$ cat src/rtl/secuenciador_pkg.sv
// Shared types and width helpers for the LED snapshot sequencer.
package secuenciador_pkg;

  localparam int unsigned LED_W = 8;

  typedef enum logic [0:0] {
    StEspera    = 1'b0,
    StReproduce = 1'b1
  } estado_e;

  // Counter width for a range of n values, never narrower than one bit.
  function automatic int unsigned ancho(input int unsigned n);
    return (n < 2) ? 1 : $clog2(n);
  endfunction

endpackage

$ cat src/rtl/antirrebote.sv
// Button conditioner: 2-FF synchroniser, level debouncer and rising-edge pulse.
module antirrebote #(
  parameter int unsigned DEBOUNCE_CYC = 500000
) (
  input  logic clk,
  input  logic rst_n,
  input  logic btn_in,
  output logic nivel,
  output logic pulso
);

  localparam int unsigned CntW = $clog2(DEBOUNCE_CYC + 1);

  logic            sync1_q, sync2_q;
  logic            nivel_q, prev_q, armado_q, pulso_q;
  logic [CntW-1:0] cnt_q;

  always_ff @(posedge clk) begin
    sync1_q <= btn_in;
    sync2_q <= sync1_q;
  end

  always_ff @(posedge clk) begin
    if (!rst_n) begin
      nivel_q  <= 1'b0;
      prev_q   <= 1'b0;
      armado_q <= 1'b0;
      pulso_q  <= 1'b0;
      cnt_q    <= '0;
    end else begin
      // A rise only counts once the button has been seen released since reset.
      armado_q <= armado_q | ~sync2_q;
      prev_q   <= nivel_q;
      pulso_q  <= nivel_q & ~prev_q & armado_q;
      if (sync2_q == nivel_q) begin
        cnt_q <= '0;
      end else if (cnt_q == CntW'(DEBOUNCE_CYC - 1)) begin
        nivel_q <= sync2_q;
        cnt_q   <= '0;
      end else begin
        cnt_q <= cnt_q + 1'b1;
      end
    end
  end

  assign nivel = nivel_q;
  assign pulso = pulso_q;

endmodule

$ cat src/rtl/secuenciador_leds.sv
// Records DIP-switch snapshots on button presses and replays them on the LEDs in a loop.
module secuenciador_leds
  import secuenciador_pkg::*;
#(
  parameter int unsigned DEPTH        = 8,
  parameter int unsigned DEBOUNCE_CYC = 500000,
  parameter int unsigned DWELL_CYC    = 25000000
) (
  input  logic                       clk,
  input  logic                       rst_n,
  input  logic                       btn_captura,
  input  logic                       btn_reproducir,
  input  logic                       btn_borrar,
  input  logic [LED_W-1:0]           dipsw,
  output logic [LED_W-1:0]           leds,
  output logic [$clog2(DEPTH+1)-1:0] cuenta,
  output logic                       lleno,
  output logic                       reproduciendo
);

  localparam int unsigned CW = $clog2(DEPTH + 1);
  localparam int unsigned IW = ancho(DEPTH);
  localparam int unsigned TW = ancho(DWELL_CYC);

  logic p_cap, p_rep, p_bor;
  logic n_cap, n_rep, n_bor;
  logic unused_niveles;

  antirrebote #(.DEBOUNCE_CYC(DEBOUNCE_CYC)) u_captura (
    .clk   (clk),
    .rst_n (rst_n),
    .btn_in(btn_captura),
    .nivel (n_cap),
    .pulso (p_cap)
  );

  antirrebote #(.DEBOUNCE_CYC(DEBOUNCE_CYC)) u_reproducir (
    .clk   (clk),
    .rst_n (rst_n),
    .btn_in(btn_reproducir),
    .nivel (n_rep),
    .pulso (p_rep)
  );

  antirrebote #(.DEBOUNCE_CYC(DEBOUNCE_CYC)) u_borrar (
    .clk   (clk),
    .rst_n (rst_n),
    .btn_in(btn_borrar),
    .nivel (n_bor),
    .pulso (p_bor)
  );

  assign unused_niveles = n_cap ^ n_rep ^ n_bor;

  estado_e          estado_q;
  logic [CW-1:0]    cuenta_q;
  logic [LED_W-1:0] leds_q;
  logic [TW-1:0]    timer_q;
  logic [IW-1:0]    idx_q, idx_sig;
  logic [LED_W-1:0] mem_q [DEPTH];
  logic             lleno_w, wr_en;

  assign lleno_w = (cuenta_q == CW'(DEPTH));
  assign wr_en   = rst_n & p_cap & ~p_rep & ~p_bor & (estado_q == StEspera) & ~lleno_w;
  assign idx_sig = (CW'(idx_q) == cuenta_q - 1'b1) ? '0 : idx_q + 1'b1;

  // Snapshot buffer is intentionally not reset; it is unreachable while cuenta is zero.
  always_ff @(posedge clk) begin
    if (wr_en) begin
      mem_q[IW'(cuenta_q)] <= dipsw;
    end
  end

  always_ff @(posedge clk) begin
    if (!rst_n) begin
      estado_q <= StEspera;
      cuenta_q <= '0;
      leds_q   <= '0;
      timer_q  <= '0;
      idx_q    <= '0;
    end else if (p_bor) begin
      estado_q <= StEspera;
      cuenta_q <= '0;
      leds_q   <= '0;
      timer_q  <= '0;
      idx_q    <= '0;
    end else begin
      unique case (estado_q)
        StEspera: begin
          if (p_rep) begin
            if (cuenta_q != '0) begin
              estado_q <= StReproduce;
              idx_q    <= '0;
              leds_q   <= mem_q[IW'(0)];
              timer_q  <= '0;
            end
          end else if (p_cap && !lleno_w) begin
            cuenta_q <= cuenta_q + 1'b1;
            leds_q   <= dipsw;
          end
        end
        StReproduce: begin
          if (p_rep) begin
            estado_q <= StEspera;
            leds_q   <= mem_q[IW'(cuenta_q - 1'b1)];
            timer_q  <= '0;
          end else if (timer_q == TW'(DWELL_CYC - 1)) begin
            timer_q <= '0;
            idx_q   <= idx_sig;
            leds_q  <= mem_q[idx_sig];
          end else begin
            timer_q <= timer_q + 1'b1;
          end
        end
      endcase
    end
  end

  assign leds          = leds_q;
  assign cuenta        = cuenta_q;
  assign lleno         = lleno_w;
  assign reproduciendo = (estado_q == StReproduce);

endmodule
$ cat config.mk
export PLATFORM = sky130hd
export DESIGN_NAME = secuenciador_leds
export DESIGN_NICKNAME = d
export VERILOG_FILES = /design/src/rtl/secuenciador_pkg.sv /design/src/rtl/antirrebote.sv /design/src/rtl/secuenciador_leds.sv
export SDC_FILE = /design/constraint.sdc
export NUM_CORES = 1
export LEC_CHECK = 0
export ABC_CLOCK_PERIOD_IN_PS = 3400
export CAP_MARGIN = 25
export CELL_PAD_IN_SITES_DETAIL_PLACEMENT = 1
export CELL_PAD_IN_SITES_GLOBAL_PLACEMENT = 1
export CORE_ASPECT_RATIO = 1.75
export CORE_MARGIN = 2
export CORE_UTILIZATION = 45
export CTS_CLUSTER_DIAMETER = 100
export CTS_CLUSTER_SIZE = 40
export DETAILED_ROUTE_END_ITERATION = 7
export PLACE_DENSITY_LB_ADDON = 0.2
export RECOVER_POWER = 25
export SLEW_MARGIN = 20
export SYNTH_ARGS = -nofsm -noshare
export SYNTH_HDL_FRONTEND = slang
export SYNTH_HIERARCHICAL = 1
export SYNTH_SLANG_ARGS = --single-unit
$ cat constraint.sdc
create_clock -name clk -period 3.4 [get_ports clk]
set_input_delay 0.34 -clock clk [delete_from_list [all_inputs] [get_ports clk]]
set_output_delay 0.34 -clock clk [all_outputs]
set_load 0.02 [all_outputs]
# Yosys cells after proc, flatten, opt, wreduce, memory -nomap -nowiden

Memory sizes are Yosys's and may differ from the RTL's.
Cells that the tools add are included.

Reductions and logical operators: 14
$add $sub $neg: 7
Bitwise gates (word level): 28
Mux-type cells: 23
Equal/unequal tests: 16

Operators with widths:

| kind                  | count |
|---|---|
| $mux 25               | 4 |
| $add 19x1->19 const B | 3 |
| $eq 19x19->1 const B  | 3 |
| $pmux 25 s2           | 1 |
| $mux 8                | 5 |
| $add 25x1->25 const B | 1 |
| $eq 25x25->1 const B  | 1 |
| $pmux 8 s2            | 1 |
| $mux 3                | 5 |
| $not 1->1             | 14 |
| $and 1x1->1           | 11 |
| $reduce_or 3->1       | 3 |
| $reduce_and 2->1      | 4 |
| $ne 2x1->1 const B    | 3 |
| $ne 3x1->1 const B    | 2 |
| $pmux 3 s2            | 1 |
| $reduce_and 3->1      | 2 |
| $mux 1                | 5 |
| $add 4x1->4 const B   | 1 |
| $eq 3x4->1            | 1 |
| $eq 4x4->1 const B    | 1 |
| $reduce_and 4->1      | 1 |
| $reduce_bool 4->1     | 1 |
| $sub 4x1->4 const B   | 1 |
| other kinds (9)       | 13 |

Bits in registers: 116
Memories kept: 1
Bits of input ports: 13
RAM bits: 64
Word-level logic and storage cells: 115

Memories:

| memory | words | width | read ports | clocked after Yosys merged registers in | wr ports | line                    | source |
|---|---|---|---|---|---|---|---|
| mem_q  | 8     | 8     | 3          | 0                                       | 1        | secuenciador_leds.sv:60 | `logic [LED_W-1:0] mem_q [DEPTH];` |

# Logic depth before layout (Yosys ltp)

Depth after elaboration: 7
Depth in mapped cells: 11

# Cells and area by module

The synthesis kept the hierarchy.

By module, submodules not included:

| module            | seq. area each (um^2) | cells each | area an instance (um^2) | instances |
|---|---|---|---|---|
| secuenciador_leds | 2742.6                | 495        | 5356.4                  | 1 |
| antirrebote       | 500.5                 | 111        | 1064.8                  | 3 |

# Worst setup path before layout

No wires, ideal clock.

Path kind: flip-flop to flip-flop
From: reg cuenta_q[0], in the netlist cuenta[0]
To: mem mem_q[0][0] (enable)
Cell stages (with the launch flop): 9
Data arrival time: 2.784 ns
Period minus slack after synthesis: 3.178 ns
Setup time: 0.395 ns
Slack: 0.222 ns
Cells stage by stage: dfxtp_1 buf_2 inv_1 ha_1 and3b_1 or3b_1 nor2_2 nand2_1 nor4_1

Longest elaborated chain between the ends: 5

Ends and longest elaborated chain:

| element                      | line                    | source |
|---|---|---|
| start, declared              | secuenciador_leds.sv:56 | `logic [CW-1:0] cuenta_q;` |
| start signal, assigned       | secuenciador_leds.sv:98 | `cuenta_q <= cuenta_q + 1'b1;` |
| $eq 4x4->1                   | secuenciador_leds.sv:63 | `assign lleno_w = (cuenta_q == CW'(DEPTH));` |
| via lleno                    | secuenciador_leds.sv:17 | `output logic lleno,` |
| $not 1->1                    | secuenciador_leds.sv:64 | `assign wr_en = rst_n & p_cap & ~p_rep & ~p_bor & (estado_q == StEspera) & ~lleno_w;` |
| $and 1x1->1                  | secuenciador_leds.sv:64 |  |
| $mux 1                       | secuenciador_leds.sv:69 | `if (wr_en) begin` |
| $mux 1 (implied by the code) | secuenciador_leds.sv:70 | `mem_q[IW'(cuenta_q)] <= dipsw;` |
| end, declared                | secuenciador_leds.sv:60 |  |

The timed path passes the listed nets, and every way through them passes these cells.

# Worst setup path in the final report

From: reg cuenta_q[1], in the netlist cuenta[1]
To: reg leds_q[4], in the netlist leds[4]

Longest elaborated chain between the ends: 7
Elaborated cells on any way between the ends: 14
Classes of those cells: add/sub: 1; eq/ne: 4; mux: 4; reduce/logical: 4; memory: 1

Ends and longest elaborated chain:

| element              | line                     | source |
|---|---|---|
| $sub 4x1->4          | secuenciador_leds.sv:105 | `leds_q <= mem_q[IW'(cuenta_q - 1'b1)];` |
| $eq 3x4->1           | secuenciador_leds.sv:65  | `assign idx_sig = (CW'(idx_q) == cuenta_q - 1'b1) ? '0 : idx_q + 1'b1;` |
| $mux 3               | secuenciador_leds.sv:65  |  |
| $mem_v2 8x8          | -                        |  |
| $mux 8               | secuenciador_leds.sv:107 | `end else if (timer_q == TW'(DWELL_CYC - 1)) begin` |
| $mux 8               | secuenciador_leds.sv:103 | `if (p_rep) begin` |
| $pmux 8 s2           | secuenciador_leds.sv:88  | `unique case (estado_q)` |
| end signal, assigned | secuenciador_leds.sv:94  | `leds_q <= mem_q[IW'(0)];` |
| end signal, assigned | secuenciador_leds.sv:105 |  |
| end signal, assigned | secuenciador_leds.sv:110 | `leds_q <= mem_q[idx_sig];` |
| end, declared        | secuenciador_leds.sv:57  | `logic [LED_W-1:0] leds_q;` |

Parallel ways exist; a longest one is shown, timed or not. The select of a mux whose other input is x is not followed.
A chain may end at the register's enable or synchronous reset.

==> impl_metrics.xml <==
<?xml version="1.0" encoding="UTF-8"?>
<metrics>
  <group name="sta">
    <metric name="worst_slew_pin_slew" unit="ns">0.9117</metric>
    <metric name="final_hold_viol_count" unit="">0</metric>
    <metric name="grt_setup_unrepaired" unit="">false</metric>
    <metric name="max_clock_freq" unit="MHz">342.2</metric>
    <metric name="fin_ws" unit="ns">0.4780</metric>
    <metric name="setup_viol_count_final" unit="">0</metric>
    <metric name="timing.clock.skew" unit="ns">0.01038</metric>
    <metric name="timing_max_transition_violations_final" unit="">0</metric>
    <metric name="hold_ws" unit="ns">0.3296</metric>
    <metric name="final.setup.tns" unit="ns">0</metric>
    <metric name="worst_rel_slew_slack" unit="">0.3922</metric>
    <metric name="final.period_utilization" unit="">0.8594</metric>
    <metric name="fin_crit" unit="ns">2.922</metric>
  </group>
  <group name="final_layout">
    <metric name="final_net_count" unit="">871</metric>
    <metric name="mostFrequentLayoutCell" unit="">nor2_1</metric>
    <metric name="syn_to_final_growth" unit="%">12.72</metric>
    <metric name="layout_common_cells" unit="">nor2_1, dfxtp_1, edfxtp_1</metric>
    <metric name="fill_cells" unit="">2074</metric>
    <metric name="fin_area" unit="um2">9638</metric>
    <metric name="layout-drive-gt1-share" unit="">0.1078</metric>
  </group>
  <group name="floorplanning">
    <metric name="die_w" unit="um">108.2</metric>
    <metric name="die_area" unit="um2">20160</metric>
    <metric name="initial_utilization" unit="">0.4602</metric>
    <metric name="coreArea" unit="um2">18580</metric>
    <metric name="rows" unit="">66</metric>
    <metric name="ioPinCount" unit="">27</metric>
    <metric name="overall_die_height" unit="um">186.4</metric>
  </group>
  <group name="cts">
    <metric name="clk_pin_slew_worst_paths" unit="ns">0.07</metric>
    <metric name="cts_tree" unit="">built</metric>
    <metric name="cts_buffers" unit="">17</metric>
    <metric name="htreeDepth" unit="">4</metric>
    <metric name="postCtsResizedCells" unit="">0</metric>
    <metric name="clk_root_buffer_cell" unit="">clkbuf_16</metric>
    <metric name="post_cts_buffers" unit="">0</metric>
    <metric name="worstSkewPairLatency" unit="ns">0.44</metric>
    <metric name="tritoncts_num_sinks" unit="">180</metric>
    <metric name="max-clock-path-buffers" unit="">2</metric>
    <metric name="cts_hold_repair.buffers" unit="">0</metric>
  </group>
  <group name="run">
    <metric name="cap_viol_max_count" unit="">0</metric>
  </group>
  <group name="detailed_routing">
    <metric name="post_drt_via_cell_ratio" unit="">5.843</metric>
    <metric name="wirelength" unit="um">21990</metric>
    <metric name="detail_route.wl_per_cell" unit="um">19.93</metric>
    <metric name="first_iter_violations" unit="">351</metric>
    <metric name="route.antenna.remaining_nets" unit="">0</metric>
    <metric name="detailroute.via_count" unit="">6445</metric>
    <metric name="detailedRoute.firstPassIterationCount" unit="">5</metric>
    <metric name="drc" unit="">0</metric>
  </group>
  <group name="worst_hold_path">
    <metric name="endpoint_of_the_worst_hold_path" unit="">u_borrar/sync2_q$_DFF_P_</metric>
    <metric name="worst_hold_path.num_cells" unit="">0</metric>
    <metric name="hold_class" unit="">flop to flop</metric>
    <metric name="hold_path.startpoint" unit="">u_borrar/sync1_q$_DFF_P_</metric>
  </group>
  <group name="placement">
    <metric name="place.gp.congestion" unit="">0.8883</metric>
    <metric name="detailedPlace.worstSlack" unit="ns">0.5779</metric>
    <metric name="placement.io_buffers" unit="">26</metric>
    <metric name="post_dp_cell_area" unit="um2">9064</metric>
    <metric name="place_hpwl" unit="um">16120</metric>
  </group>
  <group name="synthesis">
    <metric name="mappedNetlistNets" unit="">849</metric>
    <metric name="yosysWarningCount" unit="">6</metric>
    <metric name="postSynthRegisterBits" unit="">180</metric>
    <metric name="synthesis.area_per_instance" unit="um2">10.33</metric>
    <metric name="synth-seq-area-share" unit="">0.4963</metric>
    <metric name="synth_flop_cell" unit="">dfxtp_1</metric>
    <metric name="synth_edf_count" unit="">64</metric>
    <metric name="post_synth_inst_count" unit="">828</metric>
    <metric name="syn_area" unit="um2">8551</metric>
    <metric name="synth_cell_types" unit="">62</metric>
    <metric name="ys_async_sr_fraction" unit="">0</metric>
  </group>
  <group name="worst_setup_path">
    <metric name="cp_data_arrival_time" unit="ns">3.23</metric>
    <metric name="worstRegToRegCells" unit="">8</metric>
    <metric name="r2r-start" unit="">cuenta[1]$_SDFFE_PP0P_</metric>
    <metric name="critical_path_class" unit="">flop to flop</metric>
    <metric name="path_max_fanout" unit="">12</metric>
    <metric name="crit_path_required_time" unit="ns">3.71</metric>
    <metric name="critical_path.startpoint_type" unit="">flop</metric>
    <metric name="cp-end-kind" unit="">flop</metric>
    <metric name="reg2reg_setup_slack" unit="ns">0.48</metric>
    <metric name="crit-reg2reg-capture" unit="">leds[4]$_SDFFE_PP0P_</metric>
  </group>
  <group name="grt">
    <metric name="pin_count_of_the_biggest_net_entering_global_routing" unit="">36</metric>
    <metric name="via_count_of_the_first_global_routing_pass" unit="">7123</metric>
    <metric name="antenna_violations_before_repair" unit="">2</metric>
    <metric name="grt_remaining_overflow" unit="">0</metric>
    <metric name="grt_first_pass_wirelength" unit="um">36510</metric>
    <metric name="combined_global_route_utilization_of_all_metal_layers" unit="">0.2302</metric>
  </group>
  <group name="status">
    <metric name="run_status" unit="">complete, no violations</metric>
  </group>
  <group name="power">
    <metric name="worst_ir_drop_vdd" unit="V">0.0003781</metric>
    <metric name="static-leakage-power" unit="nW">3.261</metric>
    <metric name="p_per_area" unit="nW/um2">441.2</metric>
  </group>
</metrics>
layer usage:
metal	vias up	wire length, um	part of all wire	GRT usage
met4	0	528	0.024	0.08679
met5	-	0	0	0
met3	40	700	0.032	0.05065
met1	3211	8530	0.39	0.2476
li1	3074	-	-	-
met2	120	12230	0.56	0.4279
flip-flops by register name, summed over array words and instances (netlist names), 3 cells and up:
register,cells
u_captura/cnt_q,19
idx_q,3
mem_q,64
leds,8
u_borrar/cnt_q,19
cuenta,4
u_reproducir/cnt_q,19
timer_q,25
report_power, final:
group,total [mW],switching (mW),internal (mW),leakage [nW]
registers,2.24,0.00785,2.23,1.51
clock network,1.94,0.901,1.04,0.276
logic,0.0727,0.0480,0.0247,1.47
synthesized netlist by cell type (all sizes together), types with 11 or more instances:
cell / n / share of area
nor3: 15 / 0.0088
nand3: 57 / 0.033
a21oi: 22 / 0.015
clkbuf: 15 / 0.0067
o21ai: 18 / 0.011
o31ai: 13 / 0.012
mux2i: 45 / 0.053
nand2: 55 / 0.025
buf: 27 / 0.018
xor2: 52 / 0.054
dfxtp: 116 / 0.27
nand4: 36 / 0.037
inv: 12 / 0.0053
xnor2: 22 / 0.023
and3: 11 / 0.0080
nor2: 125 / 0.055
edfxtp: 64 / 0.22
how the worst max path moves through the flow:
stage / start / endpoint / slack (ns) / cells after the start
5_1_grt: cuenta[1]$_SDFFE_PP0P_ / leds[4]$_SDFFE_PP0P_ / 0.25 / 8
6_report: cuenta[1]$_SDFFE_PP0P_ / leds[4]$_SDFFE_PP0P_ / 0.48 / 8
4_1_cts: cuenta[1]$_SDFFE_PP0P_ / leds[4]$_SDFFE_PP0P_ / 0.49 / 8
3_5_place_dp: cuenta[1]$_SDFFE_PP0P_ / leds[2]$_SDFFE_PP0P_ / 0.58 / 8
3_3_place_gp: rst_n / mem_q[1][3]$_DFFE_PP_ / 0.67 / 4
2_1_floorplan: cuenta[0]$_SDFFE_PP0P_ / mem_q[0][0]$_DFFE_PP_ / 0.22 / 8
worst max-delay path, cell delays in order, from the launching register on:
cell     delay [ns]
dfxtp_1        0.57
inv_1          0.16
ha_1           0.53
buf_4          0.28
nor2b_1        0.50
a32oi_1        0.20
a41oi_1        0.30
a211o_1        0.18
o31ai_1        0.07
stage by stage:
stage	power, mW	std cells	utilization
floorplan	2.328	828	-
global placement	2.363	1069	0.4878
detailed placement	2.368	1069	0.4878
CTS	4.300	1101	0.5185
global route	4.397	1102	0.5186
finish	4.252	1103	0.5187
kinds of logic (layout without fill, tap and decap cells):
kind of cell               count (synthesis)  after routing  share of synthesized area
AOI/OAI and AO/OA                        109            109                    0.09687
xor gates and xnor gates                  74             74                    0.07668
adders and majority gates                  8              8                    0.01171
buffers and inverters                     54             89                    0.03014
DFF                                      180            180                     0.4963
muxes                                     53             53                    0.07375
other                                      0              2                          0
and+or+nand+nor                          350            350                     0.2145
layout make-up:
cell class / instances / area (um2) / area share
clock inverter: 13 / 136.4 / 0.01415
inverter: 12 / 45.04 / 0.004674
clock buffer: 19 / 432.9 / 0.04492
multi-input combinational: 594 / 4074 / 0.4227
timing repair buffer: 45 / 402.9 / 0.04180
sequential: 180 / 4244 / 0.4403
tap: 238 / 297.8 / 0.03090
antenna: 2 / 5.005 / 0.0005193
Power figures use the tool's default switching activity.
